**src/rtl/i2c_pkg.sv**
```systemverilog
// Shared definitions for the single-byte I2C master controller.
//   state_t : transaction sequencer states
//   phase_t : quarter of the current SCL bit period
package i2c_pkg;

    localparam int unsigned ADDR_W = 7;
    localparam int unsigned DATA_W = 8;

    typedef enum logic [2:0] {
        ST_IDLE,
        ST_START,
        ST_ADDR,
        ST_ACK1,
        ST_DATA,
        ST_ACK2,
        ST_STOP,
        ST_DONE
    } state_t;

    typedef enum logic [1:0] {
        Q0,
        Q1,
        Q2,
        Q3
    } phase_t;

endpackage

```
**src/rtl/i2c_qtick_gen.sv**
```systemverilog
// Quarter-period tick generator for the I2C bit timing.
//   clk   : system clock
//   rst   : asynchronous active-high reset
//   en    : count enable; counter and phase are held at zero while low
//   tick  : one-clk pulse on the last clk of each SCL quarter
//   phase : current quarter Q0..Q3, advances on every tick
module i2c_qtick_gen
    import i2c_pkg::*;
#(
    parameter int unsigned CLK_DIV = 4
) (
    input  logic   clk,
    input  logic   rst,
    input  logic   en,
    output logic   tick,
    output phase_t phase
);

    localparam int unsigned      CNT_W = $clog2(CLK_DIV);
    localparam logic [CNT_W-1:0] TERM  = CNT_W'(CLK_DIV - 1);

    logic [CNT_W-1:0] cnt;

    assign tick = en && (cnt == TERM);

    always_ff @(posedge clk or posedge rst) begin
        if (rst) begin
            cnt   <= '0;
            phase <= Q0;
        end else if (!en) begin
            cnt   <= '0;
            phase <= Q0;
        end else if (tick) begin
            cnt   <= '0;
            phase <= phase_t'(phase + 2'd1);
        end else begin
            cnt <= cnt + 1'b1;
        end
    end

endmodule

```
**src/rtl/i2c_master_ctrl.sv**
```systemverilog
// Single-master I2C controller: one command runs START, address+R/W, ACK,
// one data byte, ACK, STOP, then reports status on a one-clk response pulse.
//   clk, rst            : system clock, asynchronous active-high reset
//   cmd_valid/cmd_ready : command handshake (ready while idle)
//   cmd_addr/rw/wdata   : target address, 0=write 1=read, write byte
//   rsp_valid           : one-clk pulse when the transaction has finished
//   rsp_nack/rsp_rdata  : status and read byte, held until the next response
//   busy                : transaction in progress
//   scl_oe/sda_oe       : open-drain pull-down enables (1 = pull low)
//   sda_i               : sampled SDA line level
module i2c_master_ctrl
    import i2c_pkg::*;
#(
    parameter int unsigned CLK_DIV = 4
) (
    input  logic              clk,
    input  logic              rst,
    input  logic              cmd_valid,
    output logic              cmd_ready,
    input  logic [ADDR_W-1:0] cmd_addr,
    input  logic              cmd_rw,
    input  logic [DATA_W-1:0] cmd_wdata,
    output logic              rsp_valid,
    output logic              rsp_nack,
    output logic [DATA_W-1:0] rsp_rdata,
    output logic              busy,
    output logic              scl_oe,
    output logic              sda_oe,
    input  logic              sda_i
);

    state_t            state, state_nxt;
    phase_t            phase;
    logic              tick;
    logic              bit_end;
    logic              accept;
    logic              bit_scl_low;
    logic [2:0]        bit_cnt;
    logic [DATA_W-1:0] addr_sr;
    logic [DATA_W-1:0] wdata_sr;
    logic [DATA_W-1:0] rdata_sr;
    logic              rw_q;
    logic              nack_q;
    logic              sda_smp;
    logic              scl_d;
    logic              sda_d;

    assign cmd_ready   = (state == ST_IDLE);
    assign busy        = ~cmd_ready;
    assign rsp_valid   = (state == ST_DONE);
    assign accept      = cmd_ready && cmd_valid;
    assign bit_end     = tick && (phase == Q3);
    assign bit_scl_low = (phase == Q0) || (phase == Q3);

    i2c_qtick_gen #(
        .CLK_DIV(CLK_DIV)
    ) u_qtick (
        .clk  (clk),
        .rst  (rst),
        .en   (busy),
        .tick (tick),
        .phase(phase)
    );

    always_ff @(posedge clk or posedge rst) begin
        if (rst) begin
            state <= ST_IDLE;
        end else begin
            state <= state_nxt;
        end
    end

    // Bus levels are decoded here and registered below, so SCL and SDA
    // move one clk after the phase change, always on separate quarters.
    always_comb begin
        state_nxt = state;
        scl_d     = 1'b0;
        sda_d     = 1'b0;
        case (state)
            ST_IDLE: begin
                if (cmd_valid) state_nxt = ST_START;
            end
            ST_START: begin
                scl_d = (phase == Q2) || (phase == Q3);
                sda_d = (phase != Q0);
                if (bit_end) state_nxt = ST_ADDR;
            end
            ST_ADDR: begin
                scl_d = bit_scl_low;
                sda_d = ~addr_sr[DATA_W-1];
                if (bit_end && (bit_cnt == '0)) state_nxt = ST_ACK1;
            end
            ST_ACK1: begin
                scl_d = bit_scl_low;
                if (bit_end) state_nxt = sda_smp ? ST_STOP : ST_DATA;
            end
            ST_DATA: begin
                scl_d = bit_scl_low;
                sda_d = ~rw_q & ~wdata_sr[DATA_W-1];
                if (bit_end && (bit_cnt == '0)) state_nxt = ST_ACK2;
            end
            ST_ACK2: begin
                scl_d = bit_scl_low;
                if (bit_end) state_nxt = ST_STOP;
            end
            ST_STOP: begin
                scl_d = (phase == Q0);
                sda_d = (phase == Q0) || (phase == Q1);
                if (bit_end) state_nxt = ST_DONE;
            end
            ST_DONE: begin
                state_nxt = ST_IDLE;
            end
            default: begin
                state_nxt = ST_IDLE;
            end
        endcase
    end

    // SDA is captured mid-bit (end of q1) and consumed at the end of q3.
    // The bit counter's natural 0 -> 7 wrap re-arms it for the next byte.
    always_ff @(posedge clk or posedge rst) begin
        if (rst) begin
            addr_sr  <= '0;
            wdata_sr <= '0;
            rdata_sr <= '0;
            rw_q     <= 1'b0;
            nack_q   <= 1'b0;
            sda_smp  <= 1'b0;
            bit_cnt  <= '0;
        end else begin
            if (accept) begin
                addr_sr  <= {cmd_addr, cmd_rw};
                wdata_sr <= cmd_wdata;
                rdata_sr <= '0;
                rw_q     <= cmd_rw;
                nack_q   <= 1'b0;
                bit_cnt  <= 3'd7;
            end
            if (tick && (phase == Q1)) begin
                sda_smp <= sda_i;
            end
            if (bit_end) begin
                case (state)
                    ST_ADDR: begin
                        addr_sr <= {addr_sr[DATA_W-2:0], 1'b0};
                        bit_cnt <= bit_cnt - 1'b1;
                    end
                    ST_DATA: begin
                        wdata_sr <= {wdata_sr[DATA_W-2:0], 1'b0};
                        if (rw_q) rdata_sr <= {rdata_sr[DATA_W-2:0], sda_smp};
                        bit_cnt <= bit_cnt - 1'b1;
                    end
                    ST_ACK1: nack_q <= sda_smp;
                    ST_ACK2: nack_q <= ~rw_q & sda_smp;
                    default: ;
                endcase
            end
        end
    end

    always_ff @(posedge clk or posedge rst) begin
        if (rst) begin
            scl_oe    <= 1'b0;
            sda_oe    <= 1'b0;
            rsp_nack  <= 1'b0;
            rsp_rdata <= '0;
        end else begin
            scl_oe <= scl_d;
            sda_oe <= sda_d;
            if ((state == ST_STOP) && bit_end) begin
                rsp_nack  <= nack_q;
                rsp_rdata <= (rw_q && !nack_q) ? rdata_sr : '0;
            end
        end
    end

endmodule

```
**config.mk**
```make
export PLATFORM = sky130hd
export DESIGN_NAME = i2c_master_ctrl
export DESIGN_NICKNAME = d
export VERILOG_FILES = /design/src/rtl/i2c_pkg.sv /design/src/rtl/i2c_qtick_gen.sv /design/src/rtl/i2c_master_ctrl.sv
export SDC_FILE = /design/constraint.sdc
export NUM_CORES = 1
export LEC_CHECK = 0
export BUFFER_PORTS_ARGS = -buffer_cell sky130_fd_sc_hd__buf_2
export CAP_MARGIN = 15
export CORE_ASPECT_RATIO = 1.75
export CORE_MARGIN = 5
export CORE_UTILIZATION = 41
export DETAILED_ROUTE_END_ITERATION = 10
export SLEW_MARGIN = 20
export SYNTH_ARGS = -nofsm -noshare
export SYNTH_HDL_FRONTEND = slang
export SYNTH_SLANG_ARGS = --single-unit
```
**constraint.sdc**
```tcl
create_clock -name clk -period 2.1 [get_ports clk]
set_input_delay 0.105 -clock clk [delete_from_list [all_inputs] [get_ports clk]]
set_output_delay 0.105 -clock clk [all_outputs]
set_load 0.05 [all_outputs]
```
==> results of run 1 <==
[power by group through the flow]
stage,registers (mW),logic (mW),clock network (mW)
6_report,1.46,1.43,0.514
5_1_grt,1.51,1.59,0.568
4_1_cts,1.47,1.45,0.540
3_5_place_dp,1.49,1.44,0
3_3_place_gp,1.47,1.42,0
2_1_floorplan,1.46,1.13,0
[cells by family (layout without fill, tap and decap cells)]
family                     Yosys count  in the layout
DFF                                 48             48
xor gates and xnor gates             2              2
and+or+nand+nor                    104            104
adders and majority gates           11             11
AOI/OAI and AO/OA                   44             44
muxes                               18             18
buffers and inverters               26             63
[placed cells by master (no fill, tap or decap), drive strengths merged, types with 2 or more instances in the layout]
master	instances
a211o	3
a211oi	3
a21oi	5
and2	2
and3	2
buf	45
clkbuf	6
dfrtp	48
ha	10
inv	10
mux2	3
mux2i	15
nand2	51
nand3	22
nor2	8
nor2b	4
nor3	9
o21a	2
o21ai	21
xnor2	2
[worst min path at each step]
stage | startpoint | end | slack [ps]
2_1_floorplan | cmd_rw | rw_q | 230
3_3_place_gp | rst | addr_sr[3] | 120
3_5_place_dp | rst | addr_sr[2] | 130
4_1_cts | cmd_rw | rw_q | 40
5_1_grt | cmd_rw | rw_q | 40
6_report | cmd_rw | rw_q | 40
[layer usage]
metal	GRT usage (%)	up-vias	wire (µm)	share of wire, %
li1	-	934	-	-
met1	15.8	878	2040	41
met2	23.9	35	2660	53
met3	2.38	10	167	3.3
met4	6.25	0	134	2.7
met5	0	-	0	0
[metrics by stage]
stage               instances  hold WS, ps  utilization (%)  instance area [µm²]  power (mW)
floorplan                 253          229                -                 2490        2.59
CTS                       368         37.9             48.1                 2830        3.46
global route              368         43.5             48.1                 2830        3.67
finish                    368         40.6             48.1                 2830        3.41
detailed placement        360          126             46.6                 2740        2.93
global placement          360          121             46.6                 2740        2.89
[area by class of cell]
cell class                      instances  area [µm²]  share of cell area [%]
Sequential cell                        48        1200                    42.5
Clock buffer                            6        72.6                    2.57
Inverter                               10        37.5                    1.33
Multi-Input combinational cell        179        1130                    40.2
Tap cell                               78        97.6                    3.45
Timing Repair Buffer                   46         278                    9.83
Clock inverter                          1        5.00                   0.177
[flip-flops by register name (all words and copies together), names as in the netlist]
signal,cells
rsp_rdata,8
wdata_sr,8
sda_smp,1
u_qtick.cnt,2
bit_cnt,3
rdata_sr,8
sda_oe,1
rsp_nack,1
addr_sr,8
state,3
nack_q,1
u_qtick.phase,2
rw_q,1
scl_oe,1
[critical path, stage by stage, from the launching register on]
cell and delay [ps]:
dfrtp_1 360, ha_1 300, nand2_1 270, nor3_4 290
mux2_2 360, o21a_1 160
[timing repair]
action | in CTS | in global routing
hold buffers | 1 | 0
setup buffers | 0 | 0
hold endpoints to repair | 17 | 0
==> impl_metrics.tcl, run 1 <==
set metrics [dict create \
    status "finished, final reports clean" \
    slew_headroom_pct 66.8 \
    post_cts_resized 0 \
    synth-adder-area-share_pct 5.49 \
    antenna_found_initial 0 \
    synth_common_cells "51 x nand2_1, 48 x dfrtp_1, 22 x nand3_1, 15 x mux2i_1, 14 x o21ai_1" \
    synth_edf_count 0 \
    avgSynthCellArea_um2 9.83 \
    drive_gt1_share_pct 22.1 \
    grt_max_degree 21 \
    die_h_um 113 \
    r2r-end "bit_cnt[2]" \
    yosysUniqueCellTypes 47 \
    ant_nets 0 \
    synthTopCellsByArea "dfrtp_1 48%, nand2_1 7.7%, mux2i_1 6.0%" \
    end_kind "register" \
    portBuffers 33 \
    crit_start "u_qtick.cnt[0]" \
    firstDrtPassIters 4 \
    r2r-start "u_qtick.cnt[0]" \
    p_sw_share_pct 39.8 \
    ir_worst_vdd_mv 0.416 \
    clock.fmax_mhz 543 \
    crit_path_start_kind "register" \
    n_antenna_cell 0 \
    grt_pass1_wl_mm 8.19 \
    clk_pin_slew_ps 80 \
    internal_power_mw 2.05 \
    cts_root_buf "clkbuf_8" \
    tns_ps 0 \
    rrSetupSlack_ps 260 \
    maxCapViolCount 0 \
    hold_depth 3 \
    first_global_vias 1796 \
    synth_top_area_share_pct 48.3 \
    critPathKind "reg -> reg" \
    ys_async_sr_fraction_pct 100 \
    pwr-share-seq_pct 42.9 \
    grt_overflow 0 \
    wl_per_cell_um 13.6 \
    rsz0062_at_grt "no" \
    reg2reg_depth 5 \
    worst_pin_slew_ps 497 \
    arrival_ps 2030 \
    maxSlewViolCount 0 \
    routed_wirelength_mm 5.00 \
    ys_seq_elements 48 \
    gp_congestion 0.923 \
    insertion_delay_ps 300 \
    num_rows 37 \
    nets 320 \
    die_w_um 68.9 \
    synthXorXnorAreaFrac_pct 0.705 \
    synth.most_common_cell "nand2_1" \
    syn_area_um2 2490 \
    finalCritPeriodShare_pct 87.7 \
    core-area_um2 5880 \
    fillCellCount 579 \
    htreeDepth 2 \
    setup_ws_ps 258 \
    p_clk_share_pct 15.1 \
    hpwl_mm 3.81 \
    synth_nets 283 \
    required_ps 2290 \
    cp_max_fo 6 \
    cts_buffer_depth 2 \
    yosysSeqAreaShare_pct 48.3 \
    yosys_warnings 0 \
    gr-usage-all-layers_pct 13.7 \
    combPwrFrac_pct 42.0 \
    p_sw_mw 1.35 \
    crit_end "bit_cnt[2]" \
    synthSimpleGateAreaFrac_pct 20.9 \
    skew_ps 5.73 \
    vias 1857 \
    cts_tree "built" \
    cts_made_buffers 5 \
    avgViaCountPerCell 5.05 \
    finalCriticalPeriod_ps 1840 \
    hold_path_class "in -> reg" \
    dp_slack_ps 252 \
    synth_compound_gate_area_share_pct 11.0 \
    yosysTopAreaCell "dfrtp_1" \
    drtIter0Drc 75 \
    dieArea_um2 7780 \
    initial_core_util_pct 42.3 \
    setup_viol 0 \
    pin_count 34 \
    synthMuxAreaShare_pct 7.55 \
    synth_top_family_by_area "simple AND/OR/NAND/NOR gates" \
    area_delta_synth_final_pct 13.7 \
    synthCells 253 \
    finalHoldViolCount 0 \
    power_density_nw_per_um2 1200 \
    yosys_most_used_dff "dfrtp_1" \
    cts.sinks 48 \
    drc 0 \
    p_leak_nw 1.35 \
]
Power figures use the tool's default switching activity.
==> inputs of run 2 (changes only) <==
==> constraint.sdc (replaced) <==
create_clock -name clk -period 1.6 [get_ports clk]
set_input_delay 0.08 -clock clk [delete_from_list [all_inputs] [get_ports clk]]
set_output_delay 0.08 -clock clk [all_outputs]
set_load 0.05 [all_outputs]
==> impl_metrics.tcl, run 2 (synthesis results as in run 1) <==
set metrics [dict create \
    drtIter0Drc 66 \
    mostFrequentLayoutCell "nand2_1" \
    clock.fmax_mhz 625 \
    maxSlewViolCount 0 \
    r2r-end "state[2]" \
    p_sw_mw 2.10 \
    drive_gt1_share_pct 41.4 \
    critPathKind "reg -> reg" \
    dieArea_um2 7780 \
    hpwl_mm 4.13 \
    pin_count 34 \
    grt_pass1_wl_mm 8.86 \
    maxCapViolCount 0 \
    routed_wirelength_mm 5.71 \
    p_leak_nw 1.62 \
    initial_core_util_pct 42.3 \
    slew_headroom_pct 70.9 \
    grt_overflow 0 \
    die_w_um 68.9 \
    num_rows 37 \
    wl_per_cell_um 13.9 \
    worst_pin_slew_ps 436 \
    hold_slack_ps 30.0 \
    ir_worst_vdd_mv 0.799 \
    n_antenna_cell 0 \
    crit_path_start_kind "register" \
    ant_nets 0 \
    fillCellCount 520 \
    antenna_found_initial 0 \
    area_delta_synth_final_pct 38.3 \
    cts_tree "built" \
    crit_start "bit_cnt[0]" \
    first_global_vias 2043 \
    reg2reg_depth 6 \
    required_ps 1790 \
    internal_power_mw 3.49 \
    setup_viol 0 \
    cts_root_buf "clkbuf_8" \
    r2r-start "bit_cnt[0]" \
    place_inst 388 \
    clk_pin_slew_ps 90 \
    gr-usage-all-layers_pct 14.8 \
    rsz0062_at_grt "yes" \
    core-area_um2 5880 \
    pwr-share-seq_pct 34.5 \
    firstDrtPassIters 4 \
    stdcell_count 411 \
    finalCriticalPeriod_ps 1600 \
    final_cell_mix "47 x nand2_1, 46 x dfrtp_1, 40 x buf_4" \
    p_sw_share_pct 37.5 \
    finalCritPeriodShare_pct 99.9 \
    final_area_um2 3440 \
    htreeDepth 2 \
    gp_congestion 0.885 \
    avgViaCountPerCell 5.03 \
    crit_end "state[2]" \
    cts_made_buffers 5 \
    arrival_ps 1790 \
    hold_depth 3 \
    drc 0 \
    power_density_nw_per_um2 1630 \
    insertion_delay_ps 310 \
    die_h_um 113 \
    combPwrFrac_pct 49.3 \
    cp_max_fo 2 \
    skew_ps 8.91 \
    nets 362 \
    status "finished, final reports clean" \
    portBuffers 33 \
    end_kind "register" \
    dpl-instance-area_um2 3010 \
    grt_max_degree 31 \
    cts_buffer_depth 2 \
    finalHoldViolCount 0 \
    vias 2069 \
    p_clk_share_pct 16.1 \
    totalPowerFinal_mw 5.59 \
    rrSetupSlack_ps 1 \
    hold_path_class "in -> reg" \
    tns_ps 0 \
    cts.sinks 48 \
]
run 2: cell type report:
type | instances | area (µm²) | share of cell area [%]
Clock buffer | 5 | 68.8 | 2.00
Clock inverter | 3 | 46.3 | 1.35
Inverter | 10 | 37.5 | 1.09
Multi-Input combinational cell | 179 | 1270 | 36.8
Sequential cell | 48 | 1200 | 35.0
Tap cell | 78 | 97.6 | 2.84
Timing Repair Buffer | 88 | 719 | 20.9
run 2: worst min path at each step:
| stage | startpoint | endpoint | slack (ps) |
|---|---|---|---|
| after floorplan | cmd_rw | rw_q | 190 |
| after global placement | rst | addr_sr[3] | 110 |
| after detailed placement | rst | addr_sr[2] | 110 |
| after CTS | cmd_wdata[0] | wdata_sr[0] | 9 |
| after global routing | cmd_wdata[0] | wdata_sr[0] | 20 |
| final | cmd_wdata[0] | wdata_sr[0] | 30 |
run 2: layer usage:
layer | GRT usage, % | routed length [µm]
met1 | 15.9 | 2240
met2 | 26.7 | 3090
met3 | 2.38 | 169
met4 | 7.16 | 220
met5 | 0 | 0
run 2: power groups by stage:
stage	clock (mW)	combinational (mW)	sequential [mW]
2_1_floorplan	0	1.51	1.92
3_3_place_gp	0	2.31	1.92
3_5_place_dp	0	2.36	1.94
4_1_cts	0.937	2.48	1.92
5_1_grt	0.966	3.04	1.98
6_report	0.902	2.76	1.93
run 2: per-stage QoR:
stage / utilization [%] / setup WS [ps]
floorplan: - / -554
global placement: 51.2 / -108
detailed placement: 51.2 / -89.5
CTS: 54.5 / -20.4
global route: 58.5 / -64.4
finish: 58.5 / 1.02
run 2: worst max-delay path: stages, from the launching register on:
cell and delay [ps]:
dfrtp_1 370, inv_2 60, ha_4 150, nor2b_4 110
maj3_2 310, a211o_1 260, a211o_1 240
run 2: repair_timing:
action | CTS | global route
cloned | 0 | 3
hold buffers | 3 | 0
pin swaps | 3 | 6
endpoints found under the setup margin | 7 | 34
gates resized for setup | 14 | 29
buffers inserted | 1 | 8
hold endpoints to repair | 20 | 0
